### src/rtl/dual_edge_capture_pipe.sv
// dual_edge_capture_pipe: WIDTH-bit capture on rising/falling/both clk edges through per-polarity DEPTH chains.
// Define DUAL_EDGE_CHG_CNT_EN to add chg_cnt, a saturating count of captures whose data changed.
module dual_edge_capture_pipe #(
  parameter int WIDTH = 8,
  parameter int DEPTH = 1,
  parameter int CNT_W = 16
) (
  input  logic             clk,
  input  logic             rst,
  input  logic             en,
  input  logic [1:0]       mode,
  input  logic [WIDTH-1:0] D,
  output logic [WIDTH-1:0] Q,
  output logic             q_valid,
`ifdef DUAL_EDGE_CHG_CNT_EN
  output logic [CNT_W-1:0] chg_cnt,
`endif
  output logic [CNT_W-1:0] sample_cnt
);
  localparam int FW = $clog2(DEPTH + 1);
  localparam logic [FW-1:0] FULL = FW'(DEPTH);
  logic [1:0] mode_r;
  logic [WIDTH-1:0] rise [DEPTH];
  logic [WIDTH-1:0] fall [DEPTH];
  logic [WIDTH-1:0] rise_n [DEPTH];
  logic [WIDTH-1:0] fall_n [DEPTH];
  logic [WIDTH-1:0] r_out, f_out;
  logic [FW-1:0] fill_r, fill_f, fill_f_eff;
  logic gen_r, gen_f;
  logic [CNT_W-1:0] cnt_r, cnt_f;
  logic [CNT_W:0] smp_sum;
  logic mode_chg, cap_r, cap_f;
  assign mode_chg = mode != mode_r;
  assign cap_r = en && !mode_chg && (mode_r == 2'b00 || mode_r == 2'b10);
  assign cap_f = en && (mode_r == 2'b01 || mode_r == 2'b10);
  // The falling domain cannot clear its own fill on a mode change, so a toggled generation bit marks it stale.
  assign fill_f_eff = (gen_f == gen_r) ? fill_f : '0;
  always_comb begin
    rise_n[0] = D;
    fall_n[0] = D;
    for (int i = 1; i < DEPTH; i++) begin
      rise_n[i] = rise[i-1];
      fall_n[i] = fall[i-1];
    end
  end
  always_ff @(posedge clk or posedge rst)
    if (rst) begin
      mode_r <= 2'b00;
      rise   <= '{default: '0};
      r_out  <= '0;
      fill_r <= '0;
      gen_r  <= 1'b0;
      cnt_r  <= '0;
    end else begin
      mode_r <= mode;
      if (mode_chg) begin
        fill_r <= '0;
        gen_r  <= ~gen_r;
      end else if (cap_r) begin
        rise   <= rise_n;
        r_out  <= rise_n[DEPTH-1] ^ f_out;
        fill_r <= fill_r + FW'(fill_r != FULL);
        cnt_r  <= cnt_r + CNT_W'(cnt_r != '1);
      end
    end
  always_ff @(negedge clk or posedge rst)
    if (rst) begin
      fall   <= '{default: '0};
      f_out  <= '0;
      fill_f <= '0;
      gen_f  <= 1'b0;
      cnt_f  <= '0;
    end else begin
      gen_f <= gen_r;
      if (cap_f) begin
        fall   <= fall_n;
        f_out  <= fall_n[DEPTH-1] ^ r_out;
        fill_f <= fill_f_eff + FW'(fill_f_eff != FULL);
        cnt_f  <= cnt_f + CNT_W'(cnt_f != '1);
      end else begin
        fill_f <= fill_f_eff;
      end
    end
  // Each output register folds in the other so Q follows whichever polarity captured last.
  assign Q = r_out ^ f_out;
  assign smp_sum = {1'b0, cnt_r} + {1'b0, cnt_f};
  assign sample_cnt = smp_sum[CNT_W] ? '1 : smp_sum[CNT_W-1:0];
  always_comb
    q_valid = (mode_r == 2'b00) ? fill_r == FULL :
              (mode_r == 2'b01) ? fill_f_eff == FULL :
              (mode_r == 2'b10) ? (fill_r == FULL && fill_f_eff == FULL) : 1'b0;
`ifdef DUAL_EDGE_CHG_CNT_EN
  logic [CNT_W-1:0] chg_r, chg_f;
  logic [CNT_W:0] chg_sum;
  always_ff @(posedge clk or posedge rst)
    if (rst) chg_r <= '0;
    else if (cap_r && D != rise[0]) chg_r <= chg_r + CNT_W'(chg_r != '1);
  always_ff @(negedge clk or posedge rst)
    if (rst) chg_f <= '0;
    else if (cap_f && D != fall[0]) chg_f <= chg_f + CNT_W'(chg_f != '1);
  assign chg_sum = {1'b0, chg_r} + {1'b0, chg_f};
  assign chg_cnt = chg_sum[CNT_W] ? '1 : chg_sum[CNT_W-1:0];
`endif
endmodule
### config.mk
export PLATFORM = sky130hd
export DESIGN_NAME = dual_edge_capture_pipe
export DESIGN_NICKNAME = d
export VERILOG_FILES = /design/src/rtl/dual_edge_capture_pipe.sv
export SDC_FILE = /design/constraint.sdc
export NUM_CORES = 1
export LEC_CHECK = 0
export ABC_AREA = 1
export ABC_CLOCK_PERIOD_IN_PS = 2650
export CAP_MARGIN = 10
export CORE_UTILIZATION = 45
export CTS_BUF_LIST = sky130_fd_sc_hd__clkbuf_4 sky130_fd_sc_hd__clkbuf_8
export DETAILED_ROUTE_END_ITERATION = 6
export PLACE_DENSITY = 0.65
export SLEW_MARGIN = 20
export SYNTH_ARGS = -nofsm -noshare
export SYNTH_HDL_FRONTEND = slang
export SYNTH_SLANG_ARGS = --single-unit
export TNS_END_PERCENT = 50
### constraint.sdc
create_clock -name clk -period 2.65 [get_ports clk]
set_clock_uncertainty 0.05 [all_clocks]
set_input_delay 0.53 -clock clk [delete_from_list [all_inputs] [get_ports clk]]
set_output_delay 0.53 -clock clk [all_outputs]
set_load 0.05 [all_outputs]
==> metrics.txt <==
DRT iter0 DRCs roughly 200; area grow syn2layout 43.6%; failing checks negative setup slack; final net count roughly 710; Hold Vio Cnt, Final 0; Detailed Routing Iterations Pass 1 4; DR vias/cell between 4 and 5; die width roughly 95 um; vias in the first global route between 3000 and 4000; Non-Filler Instances approximately 770; total track usage a little under a quarter; starting density of the core 47.1%; fin worst setup slack -1430 ps; commonest non-fill, non-tap cells in the layout nand2_1 (160), buf_4 (82), inv_1 (81), nor2_1 (33), dfrtp_1 (28); DRT antenna net count 0; CTS root buf clkbuf_8; yosys warns 0; worst endpoint required time between 2000 and 2500 ps; GPL Wtd Cong about 0.9; endpoint type of the worst setup path output port; DRC errors left 0; HP Class flop to flop; Hold Slack roughly 480 ps; Final Max Slew Viols 0; RSZ-0062 raised after global routing true; Avg Synthesized Cell Area about 7.3 um^2; sequential area share after synthesis about a third; max cap viols 0; Seq cells post-synth 54; status complete, but fails checks; Crit path arrival time approximately 3500 ps; PortBufs 37; mapped cell area 3930 um^2; HPWL after DPL roughly 7600 um; Post-Syn Instances 538; first-pass GRT wire length between 15000 and 20000 um; routed len/inst 12.7 um; I/O pin count 38; Worst-Margin Slew 423 ps; clock-pin slew on the worst setup and hold paths approximately 70 ps; Post-Syn Nets 577; share of cells above drive strength 1 between 20% and 30%; DRT Wirelength approximately 10000 um; die area a little over 9000 um^2; antenna cells 0; CP Max Fanout 6; synth unique cells 34; clock sink count 54; vias post-DR approximately 3700; worst skew pair latency between 300 and 400 ps; initial antenna violation count 0; CTS tree built; setup TNS -28500 ps; total CTS buffers 5; Max Root-Sink Buffers 2; crit path kind flop to output port; most common cell after layout, fill and taps aside nand2_1; Worst slew margin a little under three quarters; Final setup viols 38; r2r setup slk -330 ps; Post-synth ARST share 100%; VDD IR max slightly below 900 uV; Rows 33; P per Cell Area ~930 nW/um^2; static leakage between 2 and 3 nW; grt ovf 0; largest net degree at the start of global routing 31; Inst Count DP roughly 750; CTS H-tree lvls 2; Core Box Area approximately 8300 um^2; Synth Flop Type dfrtp_1; crit start category flop; die height 95.4 um; number of flops mapped to enable cells by yosys 0; Post-CTS Hold Buffers 0
==> routing by layer <==
metal / wire [um] / part of all wire, % / vias to the layer above / GRT usage [%]
li1: - / - / 1916 / -
met1: 4670 / 48 / 1744 / 31.9
met2: 4760 / 48 / 52 / 40.6
met3: 226 / 2.3 / 11 / 2.87
met4: 163 / 1.7 / 0 / 5.60
met5: 0 / 0 / - / 0
==> stage by stage <==
step / area [um^2] / util [%] / setup WS (ps) / power, mW
floorplan: 4080 / - / -1130 / 3.13
global placement: 5200 / 62.4 / -1070 / 4.25
detailed placement: 5200 / 62.4 / -1120 / 4.33
CTS: 5600 / 67.1 / -1420 / 5.16
global route: 5640 / 67.6 / -1530 / 5.54
finish: 5640 / 67.6 / -1430 / 5.23
==> worst paths after layout <==
| check | startpoint | endpoint | cells after the start |
|---|---|---|---|
| min in group asynchronous | rst | fill_r$_DFFE_PP0P_ | 3 |
| min | cnt_f[15]$_DFFE_NP0P_ | cnt_f[15]$_DFFE_NP0P_ | 2 |
| max | cnt_f[0]$_DFFE_NP0P_ | sample_cnt[13] | 10 |
| min reg2reg | cnt_f[15]$_DFFE_NP0P_ | cnt_f[15]$_DFFE_NP0P_ | 2 |
| max in group asynchronous | rst | cnt_f[15]$_DFFE_NP0P_ | 3 |
| max reg2reg | mode_r[0]$_DFF_PP0_ | cnt_f[10]$_DFFE_NP0P_ | 8 |
==> worst max-delay path: stages (launching register included) <==
cell	delay, ps
dfrtn_1	370
ha_2	190
fa_2	360
nand2_2	90
a21oi_2	60
nand2_1	100
nand2_2	80
a21oi_4	190
buf_6	170
nand3_2	80
buf_6	150
==> timing repair <==
item,CTS,global route
endpoints found under the setup margin,49,47
hold endpoints to repair,0,0
buffers inserted,7,5
gates cloned,1,0
gates resized for setup,48,11
pin swaps,17,7
==> logic make-up after synthesis <==
group           count (synthesis)  share of synthesized area, %
simple gates                  276                          30.4
buf+inv                        94                          9.62
flops                          54                          34.4
xor+xnor                       52                          12.0
compound gates                 36                          5.10
fa+ha+maj                      26                          8.48
==> power breakdown <==
group	internal (mW)	total [mW]	switching [mW]
sequential	1.04	1.30	0.252
clock	0.288	0.593	0.305
combinational	1.49	3.34	1.84
==> cells in the mapped netlist (4+ instances only) <==
cell type  number  area [um^2]
a21oi_1         8         40.0
o21ai_0        23          115
inv_1          86          323
dfrtn_1        26          651
nand2_1       170          638
nor2_1         37          139
xnor2_1        20          175
nand2_2         6         37.5
xor2_1         30          263
nand3_1        29          145
nor2_2          4         25.0
ha_1           25          313
nand4_1        13         81.3
nor3_1          5         25.0
dfrtp_1        28          701
==> registers in the layout, indices dropped and copies added, names as in the netlist <==
signal	flops
gen_f	1
cnt_r	16
gen_r	1
cnt_f	16
fill_f	1
r_out	8
f_out	8
fill_r	1
mode_r	2
==> layout make-up <==
class	instances	area, um^2
sequential	54	1350
timing repair buffer	127	1210
clock inverter	3	48.8
multi-input combinational	390	2490
tap	105	131
fill	705	2700
clock buffer	5	68.8
inverter	88	337
Note: power is estimated with default switching activity, not from simulation.
